## src/rtl/ddr_nibble_tx.sv

```systemverilog
// ddr_nibble_tx: buffers (hi, lo) nibble pairs and serializes them,
// high-phase nibble then low-phase nibble, on one registered nibble bus.
//
// Ports:
//   clk, rst            fabric clock, synchronous active-high reset
//   in_hi, in_lo        nibble pair from the producer
//   in_valid, in_ready  producer handshake
//   out_data            serialized nibble, IDLE_PAT when idle
//   out_phase           1 = high-phase slot, 0 = low-phase slot or idle
//   out_valid           out_data carries a real nibble
//   out_par             even parity of out_data, 0 when idle
//                       (present only when DDR_TX_PARITY_EN is defined)
//   level               FIFO occupancy in pairs
//
// Optional feature macro: DDR_TX_PARITY_EN
module ddr_nibble_tx #(
  parameter int            W        = 4,
  parameter int            DEPTH    = 2,
  parameter logic [W-1:0]  IDLE_PAT = '0,
  localparam int           LW       = $clog2(DEPTH + 1)
) (
  input  logic          clk,
  input  logic          rst,
  input  logic [W-1:0]  in_hi,
  input  logic [W-1:0]  in_lo,
  input  logic          in_valid,
  output logic          in_ready,
  output logic [W-1:0]  out_data,
  output logic          out_phase,
  output logic          out_valid,
`ifdef DDR_TX_PARITY_EN
  output logic          out_par,
`endif
  output logic [LW-1:0] level
);

  localparam int AW = (DEPTH > 1) ? $clog2(DEPTH) : 1;

  typedef enum logic [1:0] {
    IDLE = 2'd0,
    HI   = 2'd1,
    LO   = 2'd2
  } state_t;

  state_t state, state_n;

  logic [2*W-1:0] mem [DEPTH];
  logic [AW-1:0]  wr_ptr;
  logic [AW-1:0]  rd_ptr;
  logic [2*W-1:0] head;
  logic [2*W-1:0] hold, hold_n;

  logic           push;
  logic           pop;
  logic           full;
  logic           empty;

  logic [W-1:0]   data_n;
  logic           phase_n;
  logic           valid_n;

  assign full     = (level == LW'(DEPTH));
  assign empty    = (level == '0);
  assign in_ready = !rst && !full;
  assign push     = in_valid && in_ready;
  assign head     = mem[rd_ptr];

  // The output registers are loaded with the content of the slot the
  // FSM is entering, so each state's nibble appears right after the
  // edge that enters it.
  always_comb begin
    state_n = state;
    hold_n  = hold;
    pop     = 1'b0;
    data_n  = IDLE_PAT;
    phase_n = 1'b0;
    valid_n = 1'b0;
    unique case (state)
      IDLE, LO: begin
        if (!empty) begin
          pop     = 1'b1;
          hold_n  = head;
          state_n = HI;
          data_n  = head[2*W-1:W];
          phase_n = 1'b1;
          valid_n = 1'b1;
        end else begin
          state_n = IDLE;
        end
      end
      HI: begin
        state_n = LO;
        data_n  = hold[W-1:0];
        valid_n = 1'b1;
      end
      default: begin
        state_n = IDLE;
      end
    endcase
  end

  // Storage array needs no reset: occupancy is tracked by level.
  always_ff @(posedge clk) begin
    if (push) begin
      mem[wr_ptr] <= {in_hi, in_lo};
    end
  end

  always_ff @(posedge clk) begin
    if (rst) begin
      state     <= IDLE;
      wr_ptr    <= '0;
      rd_ptr    <= '0;
      level     <= '0;
      hold      <= '0;
      out_data  <= IDLE_PAT;
      out_phase <= 1'b0;
      out_valid <= 1'b0;
    end else begin
      state     <= state_n;
      hold      <= hold_n;
      out_data  <= data_n;
      out_phase <= phase_n;
      out_valid <= valid_n;
      if (push) begin
        wr_ptr <= wr_ptr + AW'(1);
      end
      if (pop) begin
        rd_ptr <= rd_ptr + AW'(1);
      end
      unique case ({push, pop})
        2'b10:   level <= level + LW'(1);
        2'b01:   level <= level - LW'(1);
        default: level <= level;
      endcase
    end
  end

`ifdef DDR_TX_PARITY_EN
  always_ff @(posedge clk) begin
    if (rst) begin
      out_par <= 1'b0;
    end else begin
      out_par <= valid_n && (^data_n);
    end
  end
`endif

endmodule

```

## config.mk

```make
export PLATFORM = sky130hd
export DESIGN_NAME = ddr_nibble_tx
export DESIGN_NICKNAME = d
export VERILOG_FILES = /design/src/rtl/ddr_nibble_tx.sv
export SDC_FILE = /design/constraint.sdc
export NUM_CORES = 1
export LEC_CHECK = 0
export CAP_MARGIN = 20
export CORE_MARGIN = 2
export CORE_UTILIZATION = 58
export CTS_BUF_LIST = sky130_fd_sc_hd__clkbuf_8
export DETAILED_ROUTE_END_ITERATION = 6
export GPL_ROUTABILITY_DRIVEN = 1
export PLACE_DENSITY_LB_ADDON = 0.12
export REMOVE_ABC_BUFFERS = 1
export SYNTH_ARGS = -nofsm -noshare
export SYNTH_HDL_FRONTEND = slang
export SYNTH_SLANG_ARGS = --single-unit
```

## constraint.sdc

```tcl
create_clock -name clk -period 2.9 [get_ports clk]
set_input_delay 0.29 -clock clk [delete_from_list [all_inputs] [get_ports clk]]
set_output_delay 0.29 -clock clk [all_outputs]
set_load 0.01 [all_outputs]
```

Word level (Yosys, flattened, before mapping) --
Memory sizes are Yosys's and may differ from the RTL's. A register that Yosys moved wholly into a read port is not among the register bits. Index checks and enable logic that the tools add are counted.
Word-level totals: register bits after elaboration 16, RAM bits 16, input port bits 11, logic and storage cells 40, memories kept 1
Memories:
- mem | depth 2, bits a word 8, read ports 1, clocked after Yosys merged registers in 1, wr ports 1, RTL line 47 | logic [2*W-1:0] mem [DEPTH];
Cells by class: add/subtract/negate cells 4, eq/ne operators 5, multiplexer cells 12, bitwise gates (word level) 1, reduce and logical (&&, ||, !) cells 9
Operators by type and width (count):
- 2-bit one-hot mux with 2 select lines | 2
- 4-bit one-hot mux with 2 select lines | 1
- 1-bit 2-to-1 mux | 7
- 2-bit equality test (second input constant) | 3
- 2-bit by 1-bit equality test with 1-bit output (second input constant) | 2
- 2-bit logical NOT | 2
- 4-bit 2-to-1 mux | 1
- 1-bit adder (second input constant) | 2
- 2-bit by 1-bit adder with 2-bit output (second input constant) | 1
- 1-bit logical AND | 2
- 1-bit logical NOT | 2
- 1-bit one-hot mux with 2 select lines | 1
- 2-bit AND reduction | 1
- 2-bit nonzero test | 1
- 2-bit OR reduction | 1
- 2-bit by 1-bit subtractor with 2-bit output (second input constant) | 1
- 1-bit inverter | 1

Longest topological paths before layout --
Gate-level depths: netlist of the first run.
depth after elaboration 6, gate-level depth with buffers 7, depth with buffers taken out 7

Worst setup path before layout of the first run --
No wires, ideal clock.
path type register to register, from register level[0], to register level[1], library setup time 71 ps, arrival time 1742 ps, data required time 2829 ps, setup slack 1087 ps, stages on the path, launching flop included 7, clock period less this slack 1813 ps, cells stage by stage dfxtp_1 and2b_2 nor2_2 nand2_1 ha_1 or3_1 a21oi_1
Between the ends: word-level cells in the longest chain between the ends 6, elaborated cells between the ends (all ways) 13
RTL lines:
- start: declaration | RTL line 34 | output logic [LW-1:0] level
- start signal: assignment | RTL line 132 | 2'b10: level <= level + LW'(1);
- start signal: assignment | RTL line 133 | 2'b01: level <= level - LW'(1);
- start signal: assignment | RTL line 134 | default: level <= level;
- 2-bit equality test * | RTL line 62 | assign full = (level == LW'(DEPTH));
- 1-bit logical NOT * | RTL line 64 | assign in_ready = !rst && !full;
- 1-bit logical AND * | RTL line 64
- via in_ready | RTL line 27 | output logic in_ready,
- 1-bit logical AND * | RTL line 65 | assign push = in_valid && in_ready;
- 2-bit by 1-bit equality test with 1-bit output or 2-bit equality test (tied branches) | RTL line 131 | unique case ({push, pop})
- 2-bit one-hot mux with 2 select lines or 2-bit nonzero test (tied branches)
Mark *: on every way through the listed nets, which the timed path passes. The rest lies on a longest branch. A chain may end at the register's enable or synchronous reset.

Worst setup path in the final report of the first run --
from register level[0], to output port in_ready
Between the ends: word-level cells in the longest chain between the ends 3
RTL lines (RTL line):
- 2-bit equality test | 62
- 1-bit logical NOT | 64
- 1-bit logical AND | 64
- end: declaration | 27
No other way between the ends.

==> metrics, run 1 <==
Area Overhead vs Synth 27.1%; final instance area 1530 sq um; Final nets 125; initial antenna violation count 0; Final ANT Viol Nets 0; Worst-Skew Late Latency 0.28 ns; Final Cycle Share 67.8%; Distinct cells, synth 28; most frequent cells in the layout 19 x clkdlybuf4s50_1, 17 x dfxtp_1, 16 x edfxtp_1; crit path buf inv count 1; Cell Chain, Critical Path and2b_2 -> nor2_2 -> clkdlybuf4s50_1; crit path time final 1.97 ns; port bufs 19; DR DRC count 0; Via density 5.39; clk_skew 0.00508 ns; CTS tree done; slowest CP cell clkdlybuf4s50_1; Yosys reg bits 33; GP Congestion 0.782; initial core utilization 61.3%; pin count of the biggest net entering global routing 16; synthesized area per cell 13.7 sq um; Pleak 0.558 nW; hpwl dp 1370 um; die area 2450 sq um; Setup Buffers After CTS 0; fmax 508 MHz; area of the core 1960 sq um; Setup TNS 0 ns; startpoint type of the worst setup path register; drt total wl 2120 um; Diodes inserted 0; slew at the pin closest to its max-slew limit 0.426 ns; H-tree depth 2; Slew Viols, Final 0; Post-Synthesis Cells 88; Max FO, Critical Path 5; DRT Pass-1 Iters 4; Hold Crit Class reg -> reg; delay-heaviest family, CP buffers and inverters; Post-CTS Hold Buffers 0; Post-CTS Resized 0; unrepaired setup endpoints after global routing false; WS Path Type reg -> out; IO Count 20; yosys warns 0; clock buffer depth 2; GRT overflow 0; Cell Count, Final, Fillers Out 141; WP data arrival 1.68 ns; status complete, no violations; num rows 16; crit-path max cell delay 0.55 ns; most common cell after layout, fill and taps aside clkdlybuf4s50_1; Fillers 134; Slew HR 71.5%; Clock transition at path regs 0.07 ns; Placed Area 1420 sq um; Max Cap Viol 0; final setup violating endpoints 0; Total GRT Usage 20.1%; CTS root buffer clkbuf_8; DR iter-0 viols 14; placed insts 133; layout cells sized above 1 17.5%; first-pass GRT wire length 3410 um; Post-Syn Area 1200 sq um; CP Capture Type output pin; worst vdd ir 0.620 mV; routed length per placed instance 15.0 um; vias in the first global route 715; TritonCTS Buffers 5; via count 760; Fin. Hold Viols 0; register area share after synthesis 68.3%; clk sinks 33; worst path required time 2.61 ns; die height 49.5 um; chip width 49.5 um; pwr dens 976 nW/um^2
state kept, by name, summed over array words and instances (netlist names), named ones only:
name / cells
state: 2
rd_ptr: 1
out_phase: 1
wr_ptr: 1
hold: 4
mem: 16
out_data: 4
out_valid: 1
level: 2
worst paths after layout:
path | start | end | slack, ns | cells past startpoint
max | level[0] | in_ready | 0.93 | 3
min | hold[2] | hold[2] | 0.52 | 2
max reg2reg | level[0] | level[1] | 1.05 | 6
min reg2reg | hold[2] | hold[2] | 0.52 | 2
metal layers:
layer,up-vias,share of wire (%),GRT usage [%]
met5,-,0,0
met4,0,1.1,5.56
met3,4,4.4,9.09
met2,21,54,35.1
met1,374,40,21.9
li1,361,-,-
cell usage after synthesis:
library cell	number	area, sq um
xnor2_1	2	17.5
nor2_2	2	12.5
a21oi_1	2	10.0
inv_4	1	6.26
nor4_2	1	12.5
ha_1	1	12.5
buf_6	1	11.3
a22oi_1	4	30.0
xor2_1	1	8.76
a211oi_2	2	25.0
or2b_1	1	7.51
or3_1	1	6.26
mux2_2	4	45.0
nand2b_1	1	6.26
o21bai_2	1	11.3
mux2i_1	4	40.0
o211ai_1	1	7.51
edfxtp_1	16	480
a211oi_1	2	15.0
nand2_1	3	11.3
clkbuf_2	1	5.00
o21ai_0	1	5.00
and3_1	1	6.26
dfxtp_1	17	340
and2b_2	1	8.76
nor2_1	13	48.8
inv_1	2	7.51
clkbuf_1	1	3.75
worst min-delay path: stages (launching register included):
cell and delay, ns:
dfxtp_1 0.31, nor2_1 0.11, a211oi_1 0.06
per-stage QoR:
| step | power, mW | hold WS, ns | util (%) | worst slack, ns |
|---|---|---|---|---|
| after floorplan | 0.929 | 0.355 | - | 1.09 |
| after global placement | 1.07 | 0.490 | 72.4 | 0.928 |
| after detailed placement | 1.09 | 0.494 | 72.4 | 0.869 |
| after CTS | 1.51 | 0.520 | 77.9 | 0.905 |
| after global routing | 1.56 | 0.545 | 77.9 | 0.846 |
| final | 1.49 | 0.523 | 77.9 | 0.932 |
area by class of cell:
class                      instances  area [sq um]  share of cell area [%]
clock buffer                       5          68.8                    4.50
clock inverter                     3          37.5                    2.46
inverter                           3          13.8                   0.901
multi-input combinational         49           348                    22.8
sequential                        33           821                    53.7
tap                               27          33.8                    2.21
timing repair buffer              21           205                    13.4
report_power, final:
| group | switching [mW] | internal, mW |
|---|---|---|
| Combinational | 0.213 | 0.213 |
| Clock | 0.152 | 0.250 |
| Sequential | 0.0727 | 0.591 |
| Total | 0.438 | 1.05 |
logic make-up after synthesis:
kind of cell | Yosys count | share of synthesized area (%)
flops | 33 | 68.3
simple gates | 24 | 9.99
compound gates | 13 | 8.64
mux | 8 | 7.08
buf+inv | 6 | 2.81
xor+xnor | 3 | 2.19
fa+ha+maj | 1 | 1.04
(Power assumes the default switching activity.)
==> run 2: changes to the inputs <==
CORE_UTILIZATION = 48   (was 58)
clock period = 1.6 ns   (was 2.9 ns; I/O delays follow)
==> run 2 against run 1 <==
  * Sequential power is 75% higher
  * Combinational power is 130% higher
  * Final area is 6.0% higher
  * Setup slack worse by 0.86 ns
  * Non-clock buffer count is 11 higher
  * Critical path depth is 2 higher
  * Worst hold slack worse by 0.064 ns
  * Count of clock-buffer cells in the layout stayed put
  * Routed wire length is 1.3% higher
  * First-iteration DRC count is 57% lower
  * Total power is 83% higher
  * Global-route usage is 2.3 points lower
  * Critical endpoint unchanged
  * Largest cell class unchanged
  * Highest routed layer unchanged
==> metrics, run 2 (same netlist as run 1, synthesis figures left out) <==
Cell Chain, Critical Path and2b_2 -> nor2_4 -> buf_4 -> buf_4 -> clkdlybuf4s15_1; DR iter-0 viols 6 (-8); startpoint type of the worst setup path register; most common cell after layout, fill and taps aside clkdlybuf4s50_1; clock buffer depth 2 (unchanged); Reg power frac 42.7% (-1.8 points); slew at the pin closest to its max-slew limit 0.409 ns (-0.0172 ns); Final nets 136 (+8.8%); Clk pwr share 20.5% (-6.4 points); combinational fraction of design power 36.9% (+8.3 points); WS Path Type reg -> out; P_sw 830 uW (+89%); Worst-Skew Late Latency 0.28 ns (about the same); hpwl dp 1540 um (+13%); Final ANT Viol Nets 0 (unchanged); status complete, no violations; Max Cap Viol 0 (unchanged); chip width 54.1 um (+9.1%); CTS root buffer clkbuf_8; CP Capture Type output pin; crit path buf inv count 3 (+2); Slew Viols, Final 0 (unchanged); crit path time final 1.53 ns; GRT overflow 0 (unchanged); slowest CP cell dfxtp_2; Fin. Hold Viols 0 (unchanged); Post-CTS Hold Buffers 0 (unchanged); final worst slack 0.0685 ns (-0.864 ns); max reg flops 16 (unchanged); Total GRT Usage 17.8% (-2.3 points); Reg with most FFs mem; GP Congestion 0.809 (+3.5%); worst path required time 1.44 ns (-1.17 ns); port bufs 19 (unchanged); Clock transition at path regs 0.06 ns (about the same); pre-CTS WS -0.0952 ns (-0.964 ns); CTS tree done; crit-path max cell delay 0.33 ns (-0.22 ns); DR DRC count 0 (unchanged); final setup violating endpoints 0 (unchanged); area of the core 2430 sq um (+24%); first-pass GRT wire length 3430 um (+0.62%); clk_skew 0.00318 ns (-0.00190 ns); H-tree depth 2 (unchanged); die height 54.1 um (+9.1%); Setup TNS 0 ns (unchanged); Max FO, Critical Path 2 (-3); Via density 4.91 (-8.9%); Area Overhead vs Synth 34.7%; Largest regs mem (16), hold (4), out_data (4); Slew HR 72.7% (+1.1 points); switching share of power 30.5% (+1.1 points); DRT Pass-1 Iters 4 (unchanged); Final Cycle Share 95.7%; Pleak 0.609 nW (+9.3%); Int Pwr 1.89 mW (+80%); num rows 18 (+2); most frequent cells in the layout 18 x clkdlybuf4s50_1, 16 x dfxtp_1, 16 x edfxtp_1; Fillers 204 (+52%); routed length per placed instance 13.8 um (-7.9%); Hold Crit Class in -> reg; WP data arrival 1.37 ns (-0.31 ns); clk sinks 33 (unchanged); initial core utilization 49.4% (-12 points); drt total wl 2150 um (+1.3%); cell mode on critical path buf_4; Diodes inserted 0 (unchanged); IO Count 20 (unchanged); TritonCTS Buffers 5 (unchanged); via count 761 (+0.13%); worst vdd ir 1.37 mV (+120%); unrepaired setup endpoints after global routing true; pin count of the biggest net entering global routing 15 (-1); initial antenna violation count 0 (unchanged); layout cells sized above 1 25.6% (+8.1 points); die area 2920 sq um (+19%); pwr dens 1680 nW/um^2 (+72%); vias in the first global route 775 (+8.4%); delay-heaviest family, CP buffers and inverters; fmax 653 MHz
-- run 2: worst paths after layout --
path             from         to  slack (ns)  cells after the start
min reg2reg   hold[3]    hold[3]        0.51                      2
max reg2reg  level[0]   level[1]        0.07                      7
min          in_hi[0]  mem[1][4]        0.46                      1
max          level[0]   in_ready        0.07                      5
-- run 2: layer usage --
metal  wire length, um  global-route usage [%]  up-vias
li1                  -                       -      384
met1               887                    18.2      356
met2              1120                    31.7       18
met3               114                    7.50        3
met4                27                    7.50        0
met5                 0                       0        -
-- run 2: per-stage QoR --
step	instances	util (%)	total power, mW	hold WS [ns]	instance area (sq um)
after floorplan	85	-	1.68	0.225	1180
after global placement	146	62.2	2.10	0.490	1510
after detailed placement	146	62.2	2.14	0.501	1510
after CTS	155	65.8	2.71	0.452	1600
after global routing	155	66.6	2.89	0.464	1620
final	155	66.6	2.72	0.459	1620
-- run 2: repair_timing --
action,CTS,global route
cloned,0,0
buffers inserted,1,0
resized for setup,2,3
pin swaps,4,1
setup endpoints to repair,2,2
-- run 2: layout make-up --
type / instances / area, sq um / share of cell area, %
flip-flops and latches: 33 / 822 / 50.8
multi-input cells: 49 / 365 / 22.6
repair buffers: 32 / 300 / 18.5
clock buffers: 5 / 68.8 / 4.25
well taps: 30 / 37.5 / 2.32
inverters: 3 / 13.8 / 0.850
clock inverters: 3 / 11.3 / 0.696
-- run 2: power by group through the flow --
| stage | Combinational [mW] | Clock, mW | Sequential (mW) |
|---|---|---|---|
| final | 1.00 | 0.558 | 1.16 |
| after global routing | 1.10 | 0.605 | 1.18 |
| after CTS | 0.975 | 0.574 | 1.16 |
| after detailed placement | 0.961 | 0 | 1.18 |
| after global placement | 0.925 | 0 | 1.17 |
| after floorplan | 0.466 | 0 | 1.22 |
